===== config.mk =====
export PLATFORM = sky130hd
export DESIGN_NAME = fifo_ctrl
export DESIGN_NICKNAME = d
export VERILOG_FILES = /design/src/rtl/fifo_pkg.sv /design/src/rtl/fifo_arb.sv /design/src/rtl/fifo_ctrl.sv
export SDC_FILE = /design/constraint.sdc
export NUM_CORES = 1
export LEC_CHECK = 0
export CAP_MARGIN = 20
export CORE_UTILIZATION = 47
export CTS_CLUSTER_SIZE = 28
export DETAILED_ROUTE_END_ITERATION = 8
export MAX_ROUTING_LAYER = met4
export PLACE_DENSITY_LB_ADDON = 0.08
export SYNTH_ARGS = -nofsm -noshare
export SYNTH_HDL_FRONTEND = slang
export SYNTH_HIERARCHICAL = 1
export SYNTH_SLANG_ARGS = --single-unit

===== constraint.sdc =====
create_clock -name clk -period 3.71 [get_ports clk]
set_input_delay 0.742 -clock clk [delete_from_list [all_inputs] [get_ports clk]]
set_output_delay 0.742 -clock clk [all_outputs]
set_load 0.02 [all_outputs]

===== src/rtl/fifo_pkg.sv =====
// Shared parameters and grant encoding for the FIFO controller.
package fifo_pkg;
  localparam int DATA_W = 8;
  localparam int ADDR_W = 7;
  localparam int DEPTH  = 128;

  typedef enum logic [1:0] {GNT_NONE, GNT_WR, GNT_RD} gnt_e;
endpackage


===== src/rtl/fifo_arb.sv =====
// Two-requester alternating arbiter for the single memory port.
// The last-grant history bit lives in the parent.
module fifo_arb
  import fifo_pkg::*;
(
  input  logic want_wr,
  input  logic want_rd,
  input  logic last_rd,
  output gnt_e gnt,
  output logic conflict
);

  // On a conflict the side that lost last time wins; otherwise the lone requester wins.
  always_comb begin
    gnt      = GNT_NONE;
    conflict = want_wr && want_rd;
    if (conflict)     gnt = last_rd ? GNT_WR : GNT_RD;
    else if (want_wr) gnt = GNT_WR;
    else if (want_rd) gnt = GNT_RD;
  end

endmodule


===== src/rtl/fifo_ctrl.sv =====
// Streaming FIFO controller in front of a single-port registered-output memory.
// Owns pointers, occupancy, port arbitration and a one-entry output register.
module fifo_ctrl
  import fifo_pkg::*;
#(
  parameter int DATA_W = fifo_pkg::DATA_W,
  parameter int ADDR_W = fifo_pkg::ADDR_W,
  parameter int DEPTH  = fifo_pkg::DEPTH
) (
  input  logic              clk,
  input  logic              rst_n,
  input  logic              clr,
  input  logic              in_valid,
  output logic              in_ready,
  input  logic [DATA_W-1:0] in_data,
  output logic              out_valid,
  input  logic              out_ready,
  output logic [DATA_W-1:0] out_data,
  output logic              mem_ren,
  output logic              mem_wen,
  output logic [ADDR_W-1:0] mem_addr,
  output logic [DATA_W-1:0] mem_din,
  input  logic [DATA_W-1:0] mem_dout,
  output logic [ADDR_W:0]   count,
  output logic              full,
  output logic              empty
);

  localparam logic [ADDR_W:0] DEPTH_C = (ADDR_W+1)'(DEPTH);

  logic [ADDR_W-1:0] wr_ptr, rd_ptr;
  logic              rd_pend, last_rd;
  logic              active, not_full, want_wr, want_rd, conflict;
  gnt_e              gnt;

  // Requests are suppressed while in reset or flushing so neither port fires.
  assign active   = rst_n && !clr;
  assign not_full = count < DEPTH_C;
  assign want_wr  = active && in_valid && not_full;
  assign want_rd  = active && (count != '0) && !rd_pend && (!out_valid || out_ready);

  fifo_arb u_arb (
    .want_wr  (want_wr),
    .want_rd  (want_rd),
    .last_rd  (last_rd),
    .gnt      (gnt),
    .conflict (conflict)
  );

  // Memory port mux; address idles on the write pointer.
  always_comb begin
    mem_wen  = (gnt == GNT_WR);
    mem_ren  = (gnt == GNT_RD);
    mem_addr = (gnt == GNT_RD) ? rd_ptr : wr_ptr;
    mem_din  = in_data;
    if (!rst_n) begin
      mem_addr = '0;
      mem_din  = '0;
    end
  end

  // in_ready does not look at in_valid through want_wr except via the read grant.
  assign in_ready = active && not_full && (gnt != GNT_RD);
  assign full     = (count == DEPTH_C);
  assign empty    = (count == '0) && !rd_pend && !out_valid;

  // Pointer, occupancy, in-flight read, output register and arbitration history.
  always_ff @(posedge clk or negedge rst_n) begin
    if (!rst_n) begin
      wr_ptr    <= '0;
      rd_ptr    <= '0;
      count     <= '0;
      rd_pend   <= 1'b0;
      out_valid <= 1'b0;
      out_data  <= '0;
      last_rd   <= 1'b0;
    end else if (clr) begin
      wr_ptr    <= '0;
      rd_ptr    <= '0;
      count     <= '0;
      rd_pend   <= 1'b0;
      out_valid <= 1'b0;
      out_data  <= '0;
      last_rd   <= 1'b0;
    end else begin
      if (conflict) last_rd <= (gnt == GNT_RD);
      // Memory dout is valid only in the cycle after the read was issued.
      if (rd_pend) begin
        out_data  <= mem_dout;
        out_valid <= 1'b1;
        rd_pend   <= 1'b0;
      end else if (out_valid && out_ready) begin
        out_valid <= 1'b0;
      end
      case (gnt)
        GNT_WR: begin
          wr_ptr <= wr_ptr + 1'b1;
          count  <= count + 1'b1;
        end
        GNT_RD: begin
          rd_ptr  <= rd_ptr + 1'b1;
          count   <= count - 1'b1;
          rd_pend <= 1'b1;
        end
        default: ;
      endcase
    end
  end

endmodule


Yosys cells after proc, flatten, opt, wreduce, memory -nomap -nowiden
Cells that the tools add are included.

$add $sub $neg: 4. Magnitude comparators: 1. Eq/ne operators: 4. Multiplexer cells: 22. Reduce and logical (&&, ||, !) cells: 24.

Operator list (number): two-way mux 7 bit (6); two-way mux 8 bit (4); case mux 8 bit (2 select lines) (1); adder 7 x 1 -> 7 bit (second input constant) (2); logical AND 1 bit (12); adder 8 x 1 -> 8 bit (second input constant) (1); equality test 8 bit (second input constant) (1); logical NOT 8 bit (1); less-than comparator 8 bit (second input constant) (1); two-way mux 2 bit (4); nonzero test 2 bit (4); nonzero test 8 bit (1); subtractor 8 x 1 -> 8 bit (second input constant) (1); two-way mux 1 bit (7); nonzero test 3 bit (2); logical NOT 1 bit (3); equality test 2 x 1 -> 1 bit (second input constant) (1); equality test 2 bit (second input constant) (1); != test 2 bit (second input constant) (1); logical OR 1 bit (1).

Register bits: 33. Output and inout bits: 37. Logic and storage cells: 62.

Logic depth before layout (Yosys ltp)
Gate-level depths: netlist of run 1.

Depth after elaboration: 11. Mapped depth: 16.

By module
Netlist of run 1, hierarchy kept.

By module, submodules not included: fifo_ctrl (instances 1, cells each 212, area an instance 1965.6 sq um, seq. area each 825.8 sq um); fifo_arb (instances 1, cells each 4, area an instance 25.0 sq um, seq. area each 0.0 sq um).

Least setup slack after synthesis of run 1
No wires, ideal clock.

Path type: in2out. Start: input clr. End: output in_ready. Arrival: 3.101 ns. Required time: 2.968 ns. Path slack: -0.133 ns. Cell stages on the path: 8. Path buffers: 3. Cell sequence: clkbuf_1 nor4bb_1 a21boi_1 nand2b_4 inv_4 buf_8 buf_2 nor4b_1.

Elaborated cells on any way between the ends: 14.

RTL lines: from (decl) (line fifo_ctrl.sv:12) `input logic clr,`; logical NOT 1 bit (*) (line fifo_ctrl.sv:37) `assign active = rst_n && !clr;`; logical AND 1 bit (*) (line fifo_ctrl.sv:37); logical AND 1 bit (*) (2 in series) (line fifo_ctrl.sv:39) `assign want_wr = active && in_valid && not_full;`; named net want_wr (line fifo_ctrl.sv:33) `logic active, not_full, want_wr, want_rd, conflict;`; two-way mux 2 bit / logical AND 1 bit (equally long branches) (line fifo_arb.sv:18, fifo_arb.sv:16); two-way mux 2 bit (*) (line fifo_arb.sv:17) `if (conflict) gnt = last_rd ? GNT_WR : GNT_RD;`; named net gnt[0] (line fifo_ctrl.sv:34) `gnt_e gnt;`; != test 2 bit (*) (line fifo_ctrl.sv:63) `assign in_ready = active && not_full && (gnt != GNT_RD);`; logical AND 1 bit (*) (line fifo_ctrl.sv:63); to (decl) (line fifo_ctrl.sv:14) `output logic in_ready,`.

Mark *: on every way through the listed nets, which the timed path passes. The rest lies on a longest branch.

Final worst setup path of run 1
Start: input clr. End: output mem_addr[1].

Elaborated cells on any way between the ends: 14.

RTL lines: logical NOT 1 bit (*) (line fifo_ctrl.sv:37); logical AND 1 bit (*) (line fifo_ctrl.sv:37); logical AND 1 bit (*) (2 in series) (line fifo_ctrl.sv:39); named net want_wr (line fifo_ctrl.sv:33); two-way mux 2 bit / logical AND 1 bit (equally long branches) (line fifo_arb.sv:18, fifo_arb.sv:16); two-way mux 2 bit (*) (line fifo_arb.sv:17); named net gnt[0] (line fifo_ctrl.sv:34); equality test 2 bit (*) (line fifo_ctrl.sv:54) `mem_addr = (gnt == GNT_RD) ? rd_ptr : wr_ptr;`; two-way mux 7 bit (*) (line fifo_ctrl.sv:54); two-way mux 7 bit (*) (line fifo_ctrl.sv:56) `if (!rst_n) begin`; to (decl) (line fifo_ctrl.sv:21) `output logic [ADDR_W-1:0] mem_addr,`.

Marked as above.

==> PnR_summary.wiki, run 1 <==
{| class="wikitable"
! Metric !! Value
|-
| Proportion of netlist area held by the largest area contributor || 0.415
|-
| Critical path's slowest cell || sky130_fd_sc_hd__clkdlybuf4s50_1
|-
| Commonest cells in the netlist || sky130_fd_sc_hd__dfrtp_1, sky130_fd_sc_hd__nor2_1, sky130_fd_sc_hd__nand2_1, sky130_fd_sc_hd__and2_1, sky130_fd_sc_hd__mux2i_1
|-
| Crit Reg-Reg Endpoint || count[4]
|-
| Worst VDD drop || 0.357 mV
|-
| Detailed-route wire length per cell || 14.0 um
|-
| DIE AREA || 4500 sq um
|-
| Startpoint type of the worst setup path || input pin
|-
| Cell type with the highest aggregate area in the netlist || sky130_fd_sc_hd__dfrtp_1
|-
| Max incr delay on CP || 0.53 ns
|-
| Class of the most critical setup path || in2out
|-
| CTS clk-pin slew, worst paths || 0.07 ns
|-
| Area growth syn-to-layout || 42.2%
|-
| Fraction of layout cells with a size suffix above 1 || 0.160
|-
| TritonCTS Sinks || 33
|-
| Clk Latency, worst-skew pair || 0.28 ns
|-
| Combined area of all synthesized cells || 1990 sq um
|-
| Critical Path Source || clr
|-
| Slew Limit Fails || 0
|-
| Vias in the first global route || 1759
|-
| CTS H-tree depth || 2
|-
| Data arrival, critical path || 2.87 ns
|-
| Leakage power figure || 1.24 nW
|-
| Port Buf Inserts || 57
|-
| Core outline area || 4030 sq um
|-
| Worst-case register-to-register setup slack || 0.53 ns
|-
| Depth of the worst register-to-register path || 14
|-
| I/O Pins || 58
|-
| CTS hold repair buffers || 0
|-
| Weighted congestion at the end of routability-driven global placement || 0.850
|-
| Synth warnings || 6
|-
| X dimension of the die || 67.1 um
|-
| Chip Height || 67.1 um
|-
| Cell family contributing the most delay on the critical path || buffers and inverters
|-
| Max-slew headroom || 0.714
|-
| Worst-case setup margin in the final layout || 0.0978 ns
|-
| Setup repair after global routing missed its margin || no
|-
| Worst Max-Slew Pin Slew || 0.425 ns
|-
| Worst path most repeated cell || sky130_fd_sc_hd__buf_4
|-
| Overall track demand over capacity in global routing || 0.244
|-
| Proportion of synthesized chip area in sequential cells || 0.415
|-
| Vias per inst || 5.33
|-
| Wire length of the first global-routing pass || 7760 um
|-
| Origin of the critical flop-to-flop path || count[5]
|-
| Rows || 23
|-
| Minimum period implied by the final worst setup slack || 3.61 ns
|-
| Fraction of the cycle the final worst path needs || 0.974
|-
| HPWL after detailed placement || 3630 um
|-
| Final-stage net count || 321
|-
| Total detailed-routing wirelength || 4800 um
|-
| Iteration count of the initial detailed-routing pass || 4
|-
| Cells traversed along the worst timing path || clkdlybuf4s50_1, nor4bb_1, buf_4, a21boi_1, nand2b_4, buf_4, nand2_1, a21boi_0, clkdlybuf4s15_1
|-
| Worst Setup Slack post-DPL || -0.349 ns
|-
| Share of flip-flops with an asynchronous set or reset || 1.00
|-
| Number of library cell types mapped by synthesis || 49
|-
| Via count || 1832
|-
| Max Root-Sink Buffers || 2
|-
| Max-cap violations || 0
|-
| EDFF count, synth || 0
|-
| Maximum clock frequency || 277 MHz
|-
| Run status || finished, final reports clean
|-
| Cells taking the most area after synthesis || sky130_fd_sc_hd__dfrtp_1, sky130_fd_sc_hd__nor2_1, sky130_fd_sc_hd__nand2_1
|-
| Post-route clock skew || 0.00702 ns
|-
| Utilization after layout || 0.702
|-
| Clock tree from TritonCTS || yes
|-
| Count of endpoints failing hold in the final timing report || 0
|-
| Most instantiated library cell after synthesis || sky130_fd_sc_hd__dfrtp_1
|-
| Flop and latch count out of synthesis || 33
|-
| Kind of capture point of the worst setup path || output port
|-
| Initial cell density of the core || 0.494
|-
| Number of fill cells || 345
|-
| Count of antenna-violating nets left after detailed routing || 0
|-
| Number of antenna diodes || 0
|-
| DRC violations left || 0
|-
| Cells after synthesis || 216
|-
| Clock root buffer master || sky130_fd_sc_hd__clkbuf_8
|-
| Count of buffer and inverter cells on the critical path || 4
|-
| Nets in the synthesized netlist || 243
|-
| Setup violation total in the final timing report || 0
|-
| Largest net degree at the start of global routing || 30
|-
| Hold Worst Slack || 0.450 ns
|-
| Leading register cell type out of synthesis || sky130_fd_sc_hd__dfrtp_1
|-
| Post-synthesis average cell area || 9.22 sq um
|-
| Required time at the endpoint of the critical path || 2.97 ns
|-
| Power per standard cell area || 518 nW/um^2
|-
| CTS Buf Count || 5
|-
| Antenna violations before repair || 0
|-
| Maximum net fanout on the critical path || 8
|-
| Detailed router's first-iteration violation count || 92
|-
| GRT Residual Overflow || 0
|-
| Hold crit path type || in2async
|}
## flip-flops by register name, indices dropped and copies added, names as in the netlist
signal,cells
out_valid,1
wr_ptr,7
rd_pend,1
last_rd,1
rd_ptr,7
out_data,8
count,8
## worst max path at each step
| stage | endpoint | cells after the start |
|---|---|---|
| detailed placement | mem_addr[5] | 10 |
| CTS | mem_wen | 9 |
| global placement | mem_addr[4] | 10 |
| global route | mem_addr[1] | 9 |
| finish | mem_addr[1] | 9 |
| floorplan | count[4] | 12 |
## kinds of logic after synthesis
logic type      share of synthesized area
simple gates                        0.245
buf+inv                            0.0409
xor+xnor                           0.0660
fa+ha+maj                          0.0377
flops                               0.415
compound gates                      0.140
mux                                0.0559
## layout by cell type, fill, tap and decap left out, drive strengths merged, types with 3 or more instances in the layout
master	Yosys	layout
clkbuf	3	12
a21boi	9	9
a21oi	10	10
and4	3	3
buf	7	25
inv	4	4
nor2	32	32
xnor2	9	9
ha	6	6
xor2	6	6
o21ai	5	5
dfrtp	33	33
clkdlybuf4s50	0	47
a211oi	3	3
and2	10	10
nand3	5	5
mux2i	10	10
nand2	28	28
## metal layers
metal	track usage	wire (um)	vias up
met5	-	0	-
met4	0.0957	92	0
met3	0.0531	248	8
met2	0.403	2400	47
met1	0.288	2060	876
li1	-	-	901
## stage by stage
step                TNS, ns  instances  area (sq um)  power (mW)
detailed placement    -2.99        337          2750        1.19
CTS                       0        344          2830        1.46
global placement      -2.05        337          2750        1.18
floorplan                 0        216          2000       0.880
finish                    0        344          2830        1.47
global route              0        344          2830        1.57
## area by class of cell
type | instances | area, sq um | area share
multi-input combinational | 168 | 1120 | 0.394
sequential | 33 | 826 | 0.292
timing repair buffer | 81 | 717 | 0.253
clock buffer | 7 | 86.3 | 0.0305
tap | 50 | 62.6 | 0.0221
inverter | 5 | 22.5 | 0.00796
## worst reg2reg max path: stages, from the launching register on
cell,delay [ns]
sky130_fd_sc_hd__dfrtp_1,0.44
sky130_fd_sc_hd__nor4_1,0.41
sky130_fd_sc_hd__nand2_1,0.15
sky130_fd_sc_hd__nor2_1,0.21
sky130_fd_sc_hd__nor4bb_4,0.08
sky130_fd_sc_hd__a21boi_1,0.19
sky130_fd_sc_hd__nand2b_4,0.18
sky130_fd_sc_hd__buf_4,0.15
sky130_fd_sc_hd__xnor2_1,0.07
sky130_fd_sc_hd__ha_1,0.20
sky130_fd_sc_hd__or2_1,0.24
sky130_fd_sc_hd__a21oi_1,0.15
sky130_fd_sc_hd__o21bai_1,0.09
sky130_fd_sc_hd__mux2i_1,0.16
sky130_fd_sc_hd__mux2_1,0.33
## power by group
group / switching [mW] / internal, mW
clock: 0.118 / 0.147
sequential: 0.0488 / 0.401
combinational: 0.393 / 0.358
total: 0.560 / 0.906
## timing repair
action,CTS,global route
setup buffers,0,0
pin swaps,0,1
setup endpoints to repair,10,8
resized for setup,11,20
Note: power is estimated with default switching activity, not from simulation.
==> run 2, diff against run 1 <==
- CORE_MARGIN: not set -> 8
- SLEW_MARGIN: not set -> 20
- SYNTH_HIERARCHICAL: 1 -> not set
==> run 2 against run 1 <==
- cell count fell by 0.58%
- largest power group unchanged
- via count is 0.66% higher
- critical endpoint is now in_ready
- largest cell class unchanged
- combinational power decreased by 16%
- wire length rose by 14%
- worst setup slack better by 0.095 ns
- sequential cell count did not move
- maximum frequency is 2.7% higher
- clock skew down 0.0019 ns
- cell area shrank 0.31%
==> PnR_summary.wiki, run 2 <==
{| class="wikitable"
! Metric !! Value
|-
| Run status || finished, final reports clean
|-
| Sw power || 536 uW (-4.3%)
|-
| Leading register cell type out of synthesis || sky130_fd_sc_hd__dfrtp_1
|-
| Via count || 1844 (+0.66%)
|-
| Most frequent cells in the layout || sky130_fd_sc_hd__clkdlybuf4s50_1, sky130_fd_sc_hd__nor2_1, sky130_fd_sc_hd__dfrtp_1, sky130_fd_sc_hd__nand2_1, sky130_fd_sc_hd__xnor2_1
|-
| Area growth syn-to-layout || 40.9%
|-
| Cell family contributing the most delay on the critical path || buffers and inverters
|-
| Hold crit path type || reg2reg
|-
| Critical Path Source || clr
|-
| Number of library cell types mapped by synthesis || 45 (-8.2%)
|-
| Origin of the critical flop-to-flop path || count[3]
|-
| Cells taking the most area after synthesis || sky130_fd_sc_hd__dfrtp_1, sky130_fd_sc_hd__nor2_1, sky130_fd_sc_hd__xnor2_1
|-
| Startpoint type of the worst setup path || input pin
|-
| Cells after synthesis || 224 (+3.7%)
|-
| Count of endpoints failing hold in the final timing report || 0 (unchanged)
|-
| Max Root-Sink Buffers || 2 (unchanged)
|-
| Setup violation total in the final timing report || 0 (unchanged)
|-
| Worst path most repeated cell || sky130_fd_sc_hd__clkdlybuf4s50_1
|-
| Post-synthesis average cell area || 8.94 sq um (-3.0%)
|-
| Commonest cells in the netlist || sky130_fd_sc_hd__nor2_1, sky130_fd_sc_hd__dfrtp_1, sky130_fd_sc_hd__nand2_1, sky130_fd_sc_hd__xnor2_1, sky130_fd_sc_hd__mux2i_1
|-
| Power Internal || 906 uW (about the same)
|-
| Cell type with the highest aggregate area in the netlist || sky130_fd_sc_hd__dfrtp_1
|-
| Critical path's slowest cell || sky130_fd_sc_hd__clkdlybuf4s50_1
|-
| Number of logic stages on the critical path including buffering || 7 (-2)
|-
| # Post-CTS Setup Buffers || 0 (unchanged)
|-
| Port Buf Inserts || 57 (unchanged)
|-
| Combined area of all synthesized cells || 2000 sq um (+0.57%)
|-
| Number of cells after detailed placement || 334 (-0.89%)
|-
| Max incr delay on CP || 0.65 ns (+0.12 ns)
|-
| Most instantiated library cell after synthesis || sky130_fd_sc_hd__nor2_1
|-
| Largest net degree at the start of global routing || 50 (+67%)
|-
| Data arrival, critical path || 2.78 ns (-0.09 ns)
|-
| Wire length of the first global-routing pass || 8820 um (+14%)
|-
| Total detailed-routing wirelength || 5460 um (+14%)
|-
| Worst VDD drop || 0.284 mV (-21%)
|-
| Required time at the endpoint of the critical path || 2.97 ns (about the same)
|-
| Comb power frac || 0.436 (-0.076)
|-
| Maximum net fanout on the critical path || 19 (+11)
|-
| Flop and latch count out of synthesis || 33 (unchanged)
|-
| Weighted congestion at the end of routability-driven global placement || 0.827 (-2.7%)
|-
| Largest registers || count: 8 flops, out_data: 8 flops
|-
| CTS H-tree depth || 2 (unchanged)
|-
| Detailed-route wire length per cell || 16.0 um (+14%)
|-
| Switching portion of total power || 0.372 (-0.0102)
|-
| DIE AREA || 6600 sq um (+47%)
|-
| Slew Limit Fails || 0 (unchanged)
|-
| DRC violations left || 0 (unchanged)
|-
| Utilization after layout || 0.695 (-0.00714)
|-
| Fraction of the cycle the final worst path needs || 0.948 (-0.0255)
|-
| EDFF count, synth || 0 (unchanged)
|-
| Count of buffer and inverter cells on the critical path || 3 (-1)
|-
| Max-cap violations || 0 (unchanged)
|-
| Clock network fraction of design power || 0.245 (+0.065)
|-
| Proportion of netlist area held by the largest area contributor || 0.413 (-0.00233)
|-
| Maximum clock frequency || 284 MHz (+2.7%)
|-
| Iteration count of the initial detailed-routing pass || 4 (unchanged)
|-
| Timing endpoint of the critical path || in_ready
|-
| Core outline area || 4060 sq um (+0.71%)
|-
| Worst-case register-to-register setup slack || 0.48 ns (-0.05 ns)
|-
| Synth warnings || 0 (-6)
|-
| Rows || 23 (unchanged)
|-
| Overall track demand over capacity in global routing || 0.177 (-0.0669)
|-
| Clk Latency, worst-skew pair || 0.29 ns (about the same)
|-
| Antenna violations before repair || 0 (unchanged)
|-
| TritonCTS Sinks || 33 (unchanged)
|-
| X dimension of the die || 81.3 um (+21%)
|-
| Leakage power figure || 1.25 nW (+0.88%)
|-
| Depth of the worst register-to-register path || 12 (-2)
|-
| Number of antenna diodes || 0 (unchanged)
|-
| HPWL after detailed placement || 3960 um (+9.1%)
|-
| Filler-free cell count of the finished design || 342 (-0.58%)
|-
| Post-route clock skew || 0.00513 ns (-0.00189 ns)
|-
| Fraction of layout cells with a size suffix above 1 || 0.110 (-0.0503)
|-
| Share of flip-flops with an asynchronous set or reset || 1.00 (unchanged)
|-
| I/O Pins || 58 (unchanged)
|-
| Crit Reg-Reg Endpoint || count[6]
|-
| Minimum period implied by the final worst setup slack || 3.52 ns (-0.0948 ns)
|-
| Class of the most critical setup path || in2out
|-
| Clock root buffer master || sky130_fd_sc_hd__clkbuf_8
|-
| Commonest non-fill, non-tap cell in the layout || sky130_fd_sc_hd__clkdlybuf4s50_1
|-
| Nets in the synthesized netlist || 251 (+3.3%)
|-
| Vias in the first global route || 1837 (+4.4%)
|-
| Detailed router's first-iteration violation count || 71 (-23%)
|-
| CTS clk-pin slew, worst paths || 0.07 ns (about the same)
|-
| Setup repair after global routing missed its margin || no
|-
| Power per standard cell area || 511 nW/um^2 (-1.3%)
|-
| Max-slew headroom || 0.590 (-0.124)
|-
| Clock tree from TritonCTS || yes
|-
| Proportion of synthesized chip area in sequential cells || 0.413 (-0.00233)
|-
| Cells traversed along the worst timing path || clkdlybuf4s50_1, nor4bb_4, nand2_1, nand3_2, inv_6, nor3_1, clkdlybuf4s50_1
|-
| Count of antenna-violating nets left after detailed routing || 0 (unchanged)
|-
| GRT Residual Overflow || 0 (unchanged)
|-
| Kind of capture point of the worst setup path || output port
|-
| Share of power burned in registers || 0.319 (+0.012)
|-
| Initial cell density of the core || 0.493 (-0.000729)
|-
| Worst Max-Slew Pin Slew || 0.606 ns (+0.180 ns)
|-
| Vias per inst || 5.39 (+1.2%)
|-
| Final-stage net count || 318 (-0.93%)
|-
| Chip Height || 81.3 um (+21%)
|-
| CTS Buf Count || 5 (unchanged)
|}
-- run 2: worst min path at each step --
| stage | startpoint | to | slack [ns] | cells past startpoint |
|---|---|---|---|---|
| after floorplan | rst_n | count[0] | 0.45 | 0 |
| after global placement | out_data[5] | out_data[5] | 0.50 | 2 |
| after detailed placement | out_data[1] | out_data[1] | 0.52 | 2 |
| after CTS | rd_ptr[4] | rd_ptr[4] | 0.53 | 1 |
| after global routing | rd_ptr[3] | rd_ptr[3] | 0.55 | 1 |
| final | out_data[2] | out_data[2] | 0.53 | 2 |
-- run 2: final cells by class --
cell class	instances	area [sq um]
sequential	33	826
clock inverter	1	30.0
timing repair buffer	69	666
clock buffer	7	86.3
multi-input combinational	176	1120
fill	332	1240
tap	50	62.6
inverter	6	27.5
-- run 2: through the flow --
stage / cell area [sq um] / power [mW] / hold slack [ns] / setup TNS [ns] / worst slack (ns)
after floorplan: 2000 / 0.855 / 0.446 / 0 / 0.122
after global placement: 2680 / 1.08 / 0.502 / 0 / 0.0147
final: 2820 / 1.44 / 0.528 / 0 / 0.193
after detailed placement: 2680 / 1.09 / 0.517 / -0.0299 / -0.0186
after global routing: 2820 / 1.52 / 0.550 / 0 / 0.110
after CTS: 2800 / 1.45 / 0.528 / 0 / 0.0140
-- run 2: repair_timing --
item / in CTS / in global routing
hold buffers: 0 / 0
gates resized for setup: 4 / 7
endpoints found under the setup margin: 6 / 5
hold endpoints to repair: 0 / 0
-- run 2: kinds of logic after synthesis --
logic type,synth area share
multiplexers,0.0500
flip-flops,0.412
adder cells (fa/ha/maj),0.0375
AO/OA/AOI/OAI,0.148
buffers and inverters,0.0337
XOR/XNOR,0.0700
AND/OR/NAND/NOR,0.248
-- run 2: routing by layer --
layer,track usage,up-vias,part of all wire
li1,-,907,-
met2,0.275,55,0.48
met3,0.0464,11,0.054
met1,0.210,871,0.44
met5,-,-,0
met4,0.0821,0,0.022
-- run 2: power by group through the flow --
stage | Combinational, mW | Clock, mW | Sequential, mW
final | 0.629 | 0.354 | 0.459
after global routing | 0.679 | 0.374 | 0.468
after CTS | 0.629 | 0.360 | 0.459
after detailed placement | 0.624 | 0 | 0.464
after global placement | 0.619 | 0 | 0.464
after floorplan | 0.371 | 0 | 0.484
-- run 2: tightest hold or removal path, stage by stage, from the launching register on --
cell                      delay (ns)
sky130_fd_sc_hd__dfrtp_1        0.34
sky130_fd_sc_hd__mux2i_1        0.07
sky130_fd_sc_hd__nor2_1         0.08
==> run 3, diff against run 2 <==
- ABC_AREA: not set -> 1
- CORE_MARGIN: 8 -> not set
==> run 3 against run 2 <==
- cell count grew 18%
- clock-buffer cell count is the same
- critical path depth grew 2
- total power grew 15%
- area after synthesis grew 3.9%
- sequential power grew 12%
- die area shrank 29%
- synthesized cell count grew 30%
==> PnR_summary.wiki, run 3 <==
{| class="wikitable"
! Metric !! Value
|-
| Fraction of layout cells with a size suffix above 1 || 0.0791 (-0.0305)
|-
| Setup tns final || 0 ns (unchanged)
|-
| Detailed router's first-iteration violation count || 133 (+87%)
|-
| Clock root buffer master || sky130_fd_sc_hd__clkbuf_8
|-
| Multiplexer share of the synthesized area || 0 (-0.0500)
|-
| Leading register cell type out of synthesis || sky130_fd_sc_hd__dfrtp_1
|-
| Post-route clock skew || 0.00820 ns (+0.00307 ns)
|-
| Clk Latency, worst-skew pair || 0.29 ns (about the same)
|-
| CTS Buf Count || 5 (unchanged)
|-
| Most instantiated library cell after synthesis || sky130_fd_sc_hd__nand2_1
|-
| Data arrival, critical path || 2.79 ns (about the same)
|-
| Commonest non-fill, non-tap cell in the layout || sky130_fd_sc_hd__nand2_1
|-
| Synth warnings || 0 (unchanged)
|-
| Area growth syn-to-layout || 34.6%
|-
| Largest registers || count: 8 flops, out_data: 8 flops
|-
| CTS clk-pin slew, worst paths || 0.06 ns (about the same)
|-
| Antenna violations before repair || 0 (unchanged)
|-
| Number of antenna diodes || 0 (unchanged)
|-
| Proportion of netlist area held by the largest area contributor || 0.397 (-0.0154)
|-
| Fraction of the cycle the final worst path needs || 0.951 (+0.00268)
|-
| Post-synthesis average cell area || 7.12 sq um (-20%)
|-
| Max Root-Sink Buffers || 2 (unchanged)
|-
| Main combinational cell family by area after synthesis || simple AND/OR/NAND/NOR gates
|-
| Power per standard cell area || 594 nW/um^2 (+16%)
|-
| Footprint of the multi-input gates || 1020 sq um (-8.9%)
|-
| Fraction of synthesized cell area in xor and xnor cells || 0.0168 (-0.0532)
|-
| DRC violations left || 0 (unchanged)
|-
| Iteration count of the initial detailed-routing pass || 4 (unchanged)
|-
| Setup repair after global routing missed its margin || no
|-
| Area taken by flip-flops and latches || 826 sq um (unchanged)
|-
| Worst-case register-to-register setup slack || 1.18 ns (+0.70 ns)
|-
| Post-synthesis compound-gate area fraction || 0.109 (-0.0392)
|-
| Port Buf Inserts || 57 (unchanged)
|-
| TritonCTS Sinks || 33 (unchanged)
|-
| Hold crit path type || reg2reg
|-
| Number of library cell types mapped by synthesis || 27 (-40%)
|-
| Class of the most critical setup path || in2out
|-
| Startpoint type of the worst setup path || input pin
|-
| Commonest cells in the netlist || sky130_fd_sc_hd__nand2_1, sky130_fd_sc_hd__inv_1, sky130_fd_sc_hd__nand3_1, sky130_fd_sc_hd__dfrtp_1, sky130_fd_sc_hd__o21ai_0
|-
| I/O Pins || 58 (unchanged)
|-
| Slew Limit Fails || 0 (unchanged)
|-
| EDFF count, synth || 0 (unchanged)
|-
| Maximum clock frequency || 283 MHz (-0.28%)
|-
| Chip Height || 68.5 um (-16%)
|-
| Worst VDD drop || 0.390 mV (+38%)
|-
| Proportion of synthesized chip area in sequential cells || 0.397 (-0.0154)
|-
| Maximum net fanout on the critical path || 14 (-5)
|-
| Most frequent cells in the layout || sky130_fd_sc_hd__nand2_1, sky130_fd_sc_hd__clkdlybuf4s50_1, sky130_fd_sc_hd__inv_1, sky130_fd_sc_hd__nand3_1, sky130_fd_sc_hd__dfrtp_1
|-
| Origin of the critical flop-to-flop path || count[7]
|-
| Count of endpoints failing hold in the final timing report || 0 (unchanged)
|-
| Weighted congestion at the end of routability-driven global placement || 0.896 (+8.3%)
|-
| Combined area of all synthesized cells || 2080 sq um (+3.9%)
|-
| Leakage power figure || 1.42 nW (+14%)
|-
| Max-cap violations || 0 (unchanged)
|-
| Depth of the worst register-to-register path || 15 (+3)
|-
| Crit Reg-Reg Endpoint || count[7]
|-
| Minimum period implied by the final worst setup slack || 3.53 ns (+0.00996 ns)
|-
| Met2 GRT Util || 0.390 (+0.114)
|-
| Timing endpoint of the critical path || mem_addr[5]
|-
| Critical Path Source || clr
|-
| Adder and majority cell fraction of the synthesized area || 0.0361 (-0.00140)
|-
| Worst Max-Slew Pin Slew || 0.525 ns (-0.0811 ns)
|-
| Largest net degree at the start of global routing || 48 (-4.0%)
|-
| Rows || 23 (unchanged)
|-
| Max-slew headroom || 0.650 (+0.0605)
|-
| Run status || finished, final reports clean
|-
| Count of antenna-violating nets left after detailed routing || 0 (unchanged)
|-
| Basic-gate share of the synthesized area counting and, or, nand and nor cells || 0.330 (+0.0822)
|-
| Initial cell density of the core || 0.505 (+0.0120)
|-
| Global routing usage on met1 || 0.337 (+0.128)
|-
| Total detailed-routing wirelength || 5190 um (-4.8%)
|-
| Flop and latch count out of synthesis || 33 (unchanged)
|-
| Clock tree from TritonCTS || yes
|-
| Via count || 2104 (+14%)
|-
| Core outline area || 4120 sq um (+1.4%)
|-
| HPWL after detailed placement || 3870 um (-2.2%)
|-
| Cell type with the highest aggregate area in the netlist || sky130_fd_sc_hd__dfrtp_1
|-
| Met3 track demand over resource in global routing || 0.0411 (-0.00524)
|-
| Vias per inst || 5.21 (-3.4%)
|-
| Busiest grt layer || met2
|-
| DIE AREA || 4690 sq um (-29%)
|-
| Vias in the first global route || 1899 (+3.4%)
|-
| Final-stage net count || 381 (+20%)
|-
| Overall track demand over capacity in global routing || 0.252 (+0.0749)
|-
| Detailed-route wire length per cell || 12.8 um (-19%)
|-
| Share of flip-flops with an asynchronous set or reset || 1.00 (unchanged)
|-
| X dimension of the die || 68.5 um (-16%)
|-
| CTS H-tree depth || 2 (unchanged)
|-
| GRT Residual Overflow || 0 (unchanged)
|-
| Wire length of the first global-routing pass || 8470 um (-3.9%)
|-
| Power after layout || 1.66 mW (+15%)
|-
| Kind of capture point of the worst setup path || output port
|-
| Required time at the endpoint of the critical path || 2.97 ns (about the same)
|-
| Cells taking the most area after synthesis || sky130_fd_sc_hd__dfrtp_1, sky130_fd_sc_hd__nand2_1, sky130_fd_sc_hd__nand3_1
|-
| Number of fill cells || 362 (+9.0%)
|-
| Cells after synthesis || 292 (+30%)
|-
| CTS hold repair buffers || 0 (unchanged)
|-
| Nets in the synthesized netlist || 319 (+27%)
|-
| Setup violation total in the final timing report || 0 (unchanged)
|}
[run 3: area by class of cell]
type                       count  share of cell area
clock buffer                   7              0.0308
inverter                      52              0.0697
multi-input combinational    200               0.366
sequential                    33               0.295
tap                           50              0.0224
timing repair buffer          62               0.216
[run 3: repair_timing]
action | CTS | global route
buffers inserted | 0 | 0
gates resized for setup | 0 | 1
endpoints found under the setup margin | 0 | 1
[run 3: cell families after synthesis]
kind of cell | after synthesis
xor gates and xnor gates | 4
adders and majority gates | 6
AOI/OAI and AO/OA | 42
DFF | 33
buffers and inverters | 59
and+or+nand+nor | 148
[run 3: how the worst min path moves through the flow]
stage / startpoint / to / slack, ns / depth (start not counted)
CTS: wr_ptr[6] / wr_ptr[6] / 0.46 / 1
global placement: wr_ptr[6] / wr_ptr[6] / 0.45 / 1
floorplan: wr_ptr[6] / wr_ptr[6] / 0.43 / 1
global route: wr_ptr[6] / wr_ptr[6] / 0.48 / 1
detailed placement: wr_ptr[6] / wr_ptr[6] / 0.45 / 1
finish: wr_ptr[6] / wr_ptr[6] / 0.47 / 1
[run 3: metal layers]
metal  wire length [um]  vias up
met3                279        8
met4                 85        0
li1                   -     1063
met5                  0        -
met1               2500      963
met2               2330       70
[run 3: worst max-delay path, stage by stage]
cell                              delay, ns
sky130_fd_sc_hd__clkdlybuf4s50_1       0.47
sky130_fd_sc_hd__nor2_4                0.18
sky130_fd_sc_hd__inv_2                 0.07
sky130_fd_sc_hd__nor2_4                0.16
sky130_fd_sc_hd__nand3_4               0.17
sky130_fd_sc_hd__inv_2                 0.15
sky130_fd_sc_hd__o21ai_0               0.08
sky130_fd_sc_hd__a21oi_1               0.14
sky130_fd_sc_hd__clkdlybuf4s50_1       0.61
[run 3: report_power, final]
group	internal [mW]	switching, mW
combinational	0.346	0.527
clock	0.147	0.128
sequential	0.428	0.0877
[run 3: stage by stage]
| step | setup slack [ns] | cells | util | instance area (sq um) | hold WS [ns] |
|---|---|---|---|---|---|
| floorplan | 0.989 | 292 | - | 2080 | 0.428 |
| global placement | 0.230 | 397 | 0.659 | 2710 | 0.454 |
| detailed placement | 0.164 | 397 | 0.659 | 2710 | 0.452 |
| CTS | 0.161 | 404 | 0.680 | 2800 | 0.462 |
| global route | 0.0121 | 404 | 0.680 | 2800 | 0.479 |
| finish | 0.183 | 404 | 0.680 | 2800 | 0.468 |
